## src/rtl/attention_row_sequencer.sv

```systemverilog
// Row sequencer: issues Q rows into a fixed-latency attention datapath under FIFO credit,
// captures results after DP_LATENCY cycles. Define ATTN_SEQ_PERF_EN to add stall counters.
module attention_row_sequencer #(
    parameter int unsigned S_q        = 4,
    parameter int unsigned DP_LATENCY = 3,
    parameter int unsigned DATA_W     = 64,
    parameter int unsigned OUT_DEPTH  = 4,
    parameter int unsigned ROW_W      = (S_q > 1) ? $clog2(S_q) : 1,
    parameter int unsigned CNT_W      = $clog2(S_q + 1)
) (
    input  logic              i_clk,
    input  logic              i_rst,
    input  logic              i_job_valid,
    output logic              o_job_ready,
    input  logic [CNT_W-1:0]  i_job_rows,
    output logic              o_dp_issue,
    output logic [ROW_W-1:0]  o_dp_row,
    input  logic [DATA_W-1:0] i_dp_data,
    output logic              o_res_valid,
    input  logic              i_res_ready,
    output logic [DATA_W-1:0] o_res_data,
    output logic [ROW_W-1:0]  o_res_row,
    output logic              o_busy,
    output logic              o_done
`ifdef ATTN_SEQ_PERF_EN
    ,
    output logic [31:0]       o_perf_credit_stalls,
    output logic [31:0]       o_perf_out_stalls
`endif
);
    localparam int unsigned PTR_W  = (OUT_DEPTH > 1) ? $clog2(OUT_DEPTH) : 1;
    localparam int unsigned FCNT_W = $clog2(OUT_DEPTH + 1);
    localparam int unsigned IFL_W  = $clog2(DP_LATENCY + 1);

    typedef enum logic [1:0] {StIdle, StIssue, StDrain, StDone} state_e;

    state_e             state_q, state_d;
    logic [CNT_W-1:0]   rows_q, rows_d;
    logic [CNT_W-1:0]   issued_q, issued_d;
    logic [DP_LATENCY-1:0] pipe_vld_q;
    logic [ROW_W-1:0]   pipe_row_q [DP_LATENCY];
    logic [IFL_W-1:0]   inflight;
    logic [DATA_W-1:0]  mem_data_q [OUT_DEPTH];
    logic [ROW_W-1:0]   mem_row_q [OUT_DEPTH];
    logic [PTR_W-1:0]   wr_ptr_q, rd_ptr_q;
    logic [FCNT_W-1:0]  fifo_cnt_q, fifo_cnt_d;
    logic               credit_ok, more_rows, push, pop;

    function automatic logic [PTR_W-1:0] ptr_inc(input logic [PTR_W-1:0] p);
        return (p == PTR_W'(OUT_DEPTH - 1)) ? '0 : p + PTR_W'(1);
    endfunction

    always_comb begin
        inflight = '0;
        for (int i = 0; i < int'(DP_LATENCY); i++) begin
            inflight = inflight + IFL_W'(pipe_vld_q[i]);
        end
    end

    // Results already in flight hold a FIFO slot, so a push can never find the FIFO full.
    assign credit_ok = (32'(fifo_cnt_q) + 32'(inflight)) < OUT_DEPTH;
    assign more_rows = issued_q < rows_q;

    // State register
    always_ff @(posedge i_clk) begin
        if (i_rst) begin
            state_q  <= StIdle;
            rows_q   <= '0;
            issued_q <= '0;
        end else begin
            state_q  <= state_d;
            rows_q   <= rows_d;
            issued_q <= issued_d;
        end
    end

    // Next-state logic
    always_comb begin
        state_d  = state_q;
        rows_d   = rows_q;
        issued_d = issued_q;
        unique case (state_q)
            StIdle: begin
                if (i_job_valid) begin
                    rows_d   = (i_job_rows > CNT_W'(S_q)) ? CNT_W'(S_q) : i_job_rows;
                    issued_d = '0;
                    state_d  = (rows_d == '0) ? StDone : StIssue;
                end
            end
            StIssue: begin
                if (o_dp_issue) begin
                    issued_d = issued_q + CNT_W'(1);
                    if (issued_d == rows_q) state_d = StDrain;
                end
            end
            StDrain: begin
                if (inflight == '0 && fifo_cnt_q == '0) state_d = StDone;
            end
            StDone:  state_d = StIdle;
            default: state_d = StIdle;
        endcase
    end

    // Outputs
    always_comb begin
        o_job_ready = (state_q == StIdle);
        o_busy      = (state_q != StIdle);
        o_done      = (state_q == StDone);
        o_dp_issue  = (state_q == StIssue) && more_rows && credit_ok;
        o_dp_row    = o_dp_issue ? ROW_W'(issued_q) : '0;
    end

    always_ff @(posedge i_clk) begin
        if (i_rst) begin
            pipe_vld_q <= '0;
            for (int i = 0; i < int'(DP_LATENCY); i++) pipe_row_q[i] <= '0;
        end else begin
            pipe_vld_q[0] <= o_dp_issue;
            pipe_row_q[0] <= o_dp_row;
            for (int i = 1; i < int'(DP_LATENCY); i++) begin
                pipe_vld_q[i] <= pipe_vld_q[i-1];
                pipe_row_q[i] <= pipe_row_q[i-1];
            end
        end
    end

    assign push        = pipe_vld_q[DP_LATENCY-1];
    assign o_res_valid = (fifo_cnt_q != '0);
    assign pop         = o_res_valid & i_res_ready;
    assign fifo_cnt_d  = fifo_cnt_q + FCNT_W'(push) - FCNT_W'(pop);
    assign o_res_data  = o_res_valid ? mem_data_q[rd_ptr_q] : '0;
    assign o_res_row   = o_res_valid ? mem_row_q[rd_ptr_q] : '0;

    always_ff @(posedge i_clk) begin
        if (push) begin
            mem_data_q[wr_ptr_q] <= i_dp_data;
            mem_row_q[wr_ptr_q]  <= pipe_row_q[DP_LATENCY-1];
        end
    end

    always_ff @(posedge i_clk) begin
        if (i_rst) begin
            wr_ptr_q   <= '0;
            rd_ptr_q   <= '0;
            fifo_cnt_q <= '0;
        end else begin
            if (push) wr_ptr_q <= ptr_inc(wr_ptr_q);
            if (pop)  rd_ptr_q <= ptr_inc(rd_ptr_q);
            fifo_cnt_q <= fifo_cnt_d;
        end
    end

`ifdef ATTN_SEQ_PERF_EN
    logic [31:0] perf_credit_q, perf_out_q;
    logic        job_acc;

    assign job_acc = o_job_ready & i_job_valid;

    always_ff @(posedge i_clk) begin
        if (i_rst || job_acc) begin
            perf_credit_q <= '0;
            perf_out_q    <= '0;
        end else begin
            if (state_q == StIssue && more_rows && !credit_ok && perf_credit_q != '1) begin
                perf_credit_q <= perf_credit_q + 32'd1;
            end
            if (o_res_valid && !i_res_ready && perf_out_q != '1) begin
                perf_out_q <= perf_out_q + 32'd1;
            end
        end
    end

    assign o_perf_credit_stalls = perf_credit_q;
    assign o_perf_out_stalls    = perf_out_q;
`endif

endmodule

```

## config.mk

```make
export PLATFORM = sky130hd
export DESIGN_NAME = attention_row_sequencer
export DESIGN_NICKNAME = d
export VERILOG_FILES = /design/src/rtl/attention_row_sequencer.sv
export SDC_FILE = /design/constraint.sdc
export NUM_CORES = 1
export LEC_CHECK = 0
export ABC_CLOCK_PERIOD_IN_PS = 3800
export CAP_MARGIN = 20
export CORE_ASPECT_RATIO = 0.6
export CORE_UTILIZATION = 55
export CTS_CLUSTER_SIZE = 30
export DETAILED_ROUTE_END_ITERATION = 7
export GPL_ROUTABILITY_DRIVEN = 0
export MAX_ROUTING_LAYER = met4
export PLACE_DENSITY = 0.78
export SLEW_MARGIN = 20
export SYNTH_ARGS = -nofsm -noshare
export SYNTH_HDL_FRONTEND = slang
export SYNTH_SLANG_ARGS = --single-unit
```

## constraint.sdc

```tcl
create_clock -name i_clk -period 3.8 [get_ports i_clk]
set_clock_uncertainty 0.2 [all_clocks]
set_input_delay 1.14 -clock i_clk [delete_from_list [all_inputs] [get_ports i_clk]]
set_output_delay 1.14 -clock i_clk [all_outputs]
set_load 0.1 [all_outputs]
```

==> results of run 1 <==
## state kept, by name, summed over array words and instances (netlist names), named ones only
name	count
issued_q	3
rows_q	3
mem_row_q	8
rd_ptr_q	2
mem_data_q	256
state_q	2
pipe_row_q	6
pipe_vld_q	3
wr_ptr_q	2
fifo_cnt_q	3
## per-stage QoR
step           cell area, sq um  setup slack, ns  std cells
6_report                  14700          -0.0776       1007
3_5_place_dp              13700            0.242        952
3_3_place_gp              13700            0.348        952
5_1_grt                   14700           -0.130       1007
4_1_cts                   14700          -0.0624       1002
2_1_floorplan             11200           0.0550        555
## routing by layer
layer | vias to the layer above | wire length [um] | global-route usage (%)
met1 | 3014 | 9700 | 30.5
met2 | 177 | 10200 | 34.1
met5 | - | 0 | -
met3 | 35 | 1330 | 4.68
met4 | 0 | 400 | 4.86
li1 | 2509 | - | -
## power groups by stage
stage	sequential, mW	combinational (mW)	clock (mW)
finish	3.61	6.05	2.76
global route	3.62	6.24	2.92
global placement	3.68	6.01	0
CTS	3.61	6.08	2.80
floorplan	3.62	3.93	0
detailed placement	3.68	6.05	0
## area by class of cell
class	count	area [sq um]
Clock inverter	13	164
Fill cell	1151	5340
Tap cell	273	342
Multi-Input combinational cell	226	2660
Inverter	14	52.6
Sequential cell	290	8460
Timing Repair Buffer	154	2240
Antenna cell	2	5.00
Clock buffer	35	756
## logic make-up after synthesis
family | count (synthesis) | synth area share [%]
multiplexers | 68 | 13.4
XOR/XNOR | 5 | 0.390
AND/OR/NAND/NOR | 115 | 6.01
AO/OA/AOI/OAI | 20 | 1.45
buffers and inverters | 39 | 1.39
flip-flops | 290 | 75.2
adder cells (fa/ha/maj) | 18 | 2.14
## worst max-delay path: stages, from the launching register on
cell and delay (ns):
dfxtp_2 0.33, fa_2 0.39, ha_2 0.17, or4b_4 0.49, a31oi_4 0.22, and3_4 0.25, buf_12 0.17
## cell usage in the layout (no fill, tap or decap), types with 13 or more instances in the layout
cell,count
edfxtp_1,264
buf_12,73
clkdlybuf4s50_1,70
and2_1,68
mux4_2,66
clkbuf_16,27
dfxtp_1,22
ha_1,15
inv_1,14
nor2_1,13
## worst max path at each step
| stage | startpoint | endpoint | slack, ns | cells after the start |
|---|---|---|---|---|
| 2_1_floorplan | pipe_vld_q[2] | o_dp_row[0] | 0.05 | 5 |
| 3_3_place_gp | pipe_vld_q[2] | o_dp_issue | 0.35 | 6 |
| 3_5_place_dp | pipe_vld_q[2] | o_dp_issue | 0.24 | 6 |
| 4_1_cts | pipe_vld_q[0] | o_dp_row[1] | -0.06 | 6 |
| 5_1_grt | pipe_vld_q[0] | o_dp_row[1] | -0.13 | 6 |
| 6_report | pipe_vld_q[0] | o_dp_row[1] | -0.08 | 6 |
## repair_timing
action / 4_1_cts / 5_1_grt
pin swaps: 1 / 0
gates resized for setup: 9 / 0
endpoints found under the hold margin: 0 / 0
endpoints found under the setup margin: 3 / 5
cloned: 0 / 0
setup buffers: 2 / 3
==> flow_summary.json, run 1 <==
{
  "netlist_area_sq_um": 11200,
  "wl_per_cell_um": 21.4,
  "cts_max_path_buffers": 3,
  "wirelength_um": 21600,
  "synth_nets": 644,
  "cts_tree": "done",
  "yosysUniqueCellTypes": 36,
  "crit-reg2reg-launch": "fifo_cnt_q[1]",
  "status": "finished, violations left",
  "worst_slew_margin_rel_pct": 31.6,
  "clkLatencyLatePin_ns": 0.52,
  "critPathLaunchType": "flip-flop",
  "peakVddDrop_uv": 817,
  "hold_end": "pipe_row_q[0][2]",
  "core_sq_um": 20000,
  "synth-edff-count": 264,
  "max_freq_ghz": 0.258,
  "cts_sinks": 290,
  "grt_max_degree": 67,
  "clk_pin_slew_ns": 0.07,
  "yosys.area.top_type": "edfxtp_1",
  "clkPwrFrac_pct": 22.2,
  "path_class": "flip-flop to output pin",
  "numCtsBuffers": 26,
  "drtAntennaViolNets": 0,
  "fin_setup_tns_ns": -0.194,
  "synth_seq_cells": 290,
  "seq_area_frac_synth_pct": 75.2,
  "power.switching_mw": 5.10,
  "grt_pass1_vias": 6119,
  "synth_common_cells": "264 x edfxtp_1, 73 x and2_1, 66 x mux4_2, 26 x dfxtp_1, 16 x ha_1",
  "intPower_mw": 7.32,
  "holdBufCountCts": 0,
  "holdPathStages": 1,
  "rsz0062_at_grt": "yes",
  "synth.area.top_cells": "edfxtp_1 71%, mux4_2 13%, dfxtp_1 4.6%",
  "io_buffers": 143,
  "syn_inst": 555,
  "worst_slack_ns": -0.0776,
  "grt_pass1_wl_um": 34100,
  "synthFlopType": "edfxtp_1",
  "maxSlewViolCount": 0,
  "root_buffer": "clkbuf_16",
  "drc": 0,
  "reg2reg_to": "fifo_cnt_q[2]",
  "drtIter0Drc": 439,
  "hold_slack_ns": 0.240,
  "setup_viol": 3,
  "first_pass_iters": 4,
  "yosysMostFrequentCell": "edfxtp_1",
  "num_rows": 40,
  "post-route-period-util_pct": 102,
  "r2r_cells": 10,
  "yosys.area.top_type_share_pct": 70.6,
  "min_path_type": "flip-flop to flip-flop",
  "fin_crit_ns": 3.88,
  "path_max_fanout": 4,
  "chipHeight_um": 113,
  "finalHoldViolations": 0,
  "rrSetupSlack_ns": 0.72,
  "num_vias": 5735,
  "gr-total-overflow": 0,
  "worst_pin_slew_ns": 1.03,
  "dp_hpwl_um": 12800,
  "final_nets": 801,
  "globalRouteTotalUtil_pct": 21.9,
  "synth_area_per_cell_sq_um": 20.2,
  "areaGrowthSynthToFinish_pct": 30.7,
  "ys.warnings.count": 0,
  "antenna_found_initial": 2,
  "seq_power_share_pct": 29.1,
  "power_frac_comb_pct": 48.7,
  "htreeDepth": 1,
  "p_leak_nw": 4.90,
  "worstPathArrival_ns": 2.54,
  "end_kind": "output pin",
  "viasPerCell": 5.70,
  "min_from": "pipe_row_q[0][0]",
  "drive_above_1_share_pct": 28.8,
  "violations": "setup timing",
  "design.die.area_sq_um": 21000,
  "maxCapViolCount": 0,
  "p_per_area_nw_per_um2": 845,
  "final_core_util_pct": 73.3,
  "ios": 144,
  "finalPower_mw": 12.4,
  "synthArstFlopShare_pct": 0,
  "start_util_pct": 56.1,
  "sw_frac_of_total_pct": 41.1,
  "required_ns": 2.46,
  "die_w_um": 187
}
Power figures use the tool's default switching activity.
==> run 2, diff against run 1 <==
--- a/constraint.sdc
+++ b/constraint.sdc
@@ -3,3 +3,3 @@
 set_input_delay 1.14 -clock i_clk [delete_from_list [all_inputs] [get_ports i_clk]]
 set_output_delay 1.14 -clock i_clk [all_outputs]
-set_load 0.1 [all_outputs]
+set_load 0.01 [all_outputs]
==> flow_summary.json, run 2 (synthesis results as in run 1) <==
{
  "post-route-period-util_pct": 101,
  "maxCapViolCount": 0,
  "antenna_found_initial": 1,
  "max_freq_ghz": 0.260,
  "fin_crit_ns": 3.85,
  "drtIter0Drc": 438,
  "crit-reg2reg-launch": "fifo_cnt_q[1]",
  "finalPower_mw": 8.68,
  "wirelength_um": 21500,
  "crit_start": "pipe_vld_q[2]",
  "p_leak_nw": 4.94,
  "clkLatencyLatePin_ns": 0.52,
  "numCtsBuffers": 26,
  "gr-total-overflow": 0,
  "p_per_area_nw_per_um2": 616,
  "holdBufCountCts": 0,
  "grt_pass1_vias": 5832,
  "end_kind": "output pin",
  "cts_max_path_buffers": 3,
  "cts_tree": "done",
  "hold_slack_ns": 0.234,
  "root_buffer": "clkbuf_16",
  "num_vias": 5683,
  "reg2reg_to": "fifo_cnt_q[2]",
  "min_path_type": "flip-flop to flip-flop",
  "peakVddDrop_uv": 420,
  "fin_setup_tns_ns": -0.0461,
  "stdcell_count": 1011,
  "globalRouteTotalUtil_pct": 21.2,
  "largest_reg_flops": 256,
  "worst_slack_ns": -0.0461,
  "grt_max_degree": 67,
  "io_buffers": 143,
  "rrSetupSlack_ns": 0.87,
  "worstPathArrival_ns": 2.51,
  "worst_slew_margin_rel_pct": 30.3,
  "layout_commonest_cell": "edfxtp_1",
  "drc": 0,
  "clk_pin_slew_ns": 0.06,
  "dp_hpwl_um": 12400,
  "areaGrowthSynthToFinish_pct": 25.4,
  "wl_per_cell_um": 21.2,
  "cp-endpoint": "o_dp_row[0]",
  "critPathLaunchType": "flip-flop",
  "ios": 144,
  "setup_viol": 1,
  "dpl.cell_count": 956,
  "r2r_cells": 11,
  "finalHoldViolations": 0,
  "htreeDepth": 1,
  "num_rows": 40,
  "core_sq_um": 20000,
  "maxSlewViolCount": 0,
  "design.die.area_sq_um": 21000,
  "viasPerCell": 5.62,
  "drtAntennaViolNets": 0,
  "rsz0062_at_grt": "yes",
  "start_util_pct": 56.1,
  "top_regs": "mem_data_q: 256 flops, mem_row_q: 8 flops, pipe_row_q: 6 flops",
  "required_ns": 2.46,
  "violations": "setup timing",
  "die_w_um": 187,
  "chipHeight_um": 113,
  "final_nets": 809,
  "path_class": "flip-flop to output pin",
  "drive_above_1_share_pct": 18.9,
  "final_cell_mix": "264 x edfxtp_1, 116 x clkdlybuf4s50_1, 68 x and2_1",
  "path_max_fanout": 4,
  "first_pass_iters": 5,
  "grt_pass1_wl_um": 33000,
  "top_register": "mem_data_q",
  "cts_sinks": 290,
  "worst_pin_slew_ns": 1.05,
  "status": "finished, violations left"
}
==> run 2: cell count changes in the layout (fill, tap and decap cells not counted), moves of 3 or more <==
cell,previous run,this run
clkdlybuf4s50_1,70,116
buf_6,0,4
buf_12,73,3
clkinv_2,5,2
clkinv_1,3,8
dlymetal6s2s_1,0,24
clkbuf_8,5,0
==> run 2: critical path, cell delays in order (launching register included) <==
cell	delay, ns
dfxtp_2	0.33
fa_2	0.39
ha_2	0.17
or4b_4	0.49
a31oi_4	0.21
buf_6	0.13
and3_4	0.17
buf_6	0.10
==> run 2: cell type report <==
type                            count  area (sq um)
Sequential cell                   290          8460
Fill cell                        1241          5930
Multi-Input combinational cell    226          2650
Timing Repair Buffer              162          1750
Clock buffer                       31           691
Tap cell                          273           342
Clock inverter                     14           139
Inverter                           14          52.6
Antenna cell                        1          2.50
==> run 2: worst min-delay path by stage <==
stage / from / to / slack (ns) / cells after the start
floorplan: pipe_row_q[0][0] / pipe_row_q[0][2] / 0.21 / 1
global placement: pipe_row_q[0][3] / pipe_row_q[0][5] / 0.22 / 1
detailed placement: pipe_row_q[0][3] / pipe_row_q[0][5] / 0.22 / 1
CTS: pipe_row_q[0][3] / pipe_row_q[0][5] / 0.24 / 1
global route: pipe_row_q[0][3] / pipe_row_q[0][5] / 0.25 / 1
finish: pipe_row_q[0][3] / pipe_row_q[0][5] / 0.23 / 1
==> run 2: through the flow <==
stage	instance area, sq um	utilization [%]	setup WS [ns]
after global routing	14100	70.4	-0.108
after CTS	13900	69.4	-0.0460
final	14100	70.4	-0.0461
after global placement	13000	65.2	0.150
after floorplan	11200	-	0.592
after detailed placement	13000	65.2	0.0858
==> run 2: per-layer routing <==
| metal | wire length (um) | GRT usage, % | share of wire (%) | vias to the layer above |
|---|---|---|---|---|
| met3 | 1440 | 4.71 | 6.7 | 28 |
| li1 | - | - | - | 2517 |
| met4 | 328 | 3.66 | 1.5 | 0 |
| met5 | 0 | - | 0 | - |
| met1 | 9500 | 29.5 | 44 | 2949 |
| met2 | 10200 | 33.1 | 47 | 189 |
==> run 2: what timing repair did <==
action                     CTS  global route
setup buffers                2             5
pin swaps                    0             1
setup endpoints to repair    3            19
gates cloned                 0             2
gates resized for setup     17            31
==> run 2: where the power goes <==
part | switching, mW | internal [mW]
Clock | 1.08 | 1.49
Sequential | 0.0564 | 3.52
Combinational | 1.12 | 1.42
Total | 2.26 | 6.43
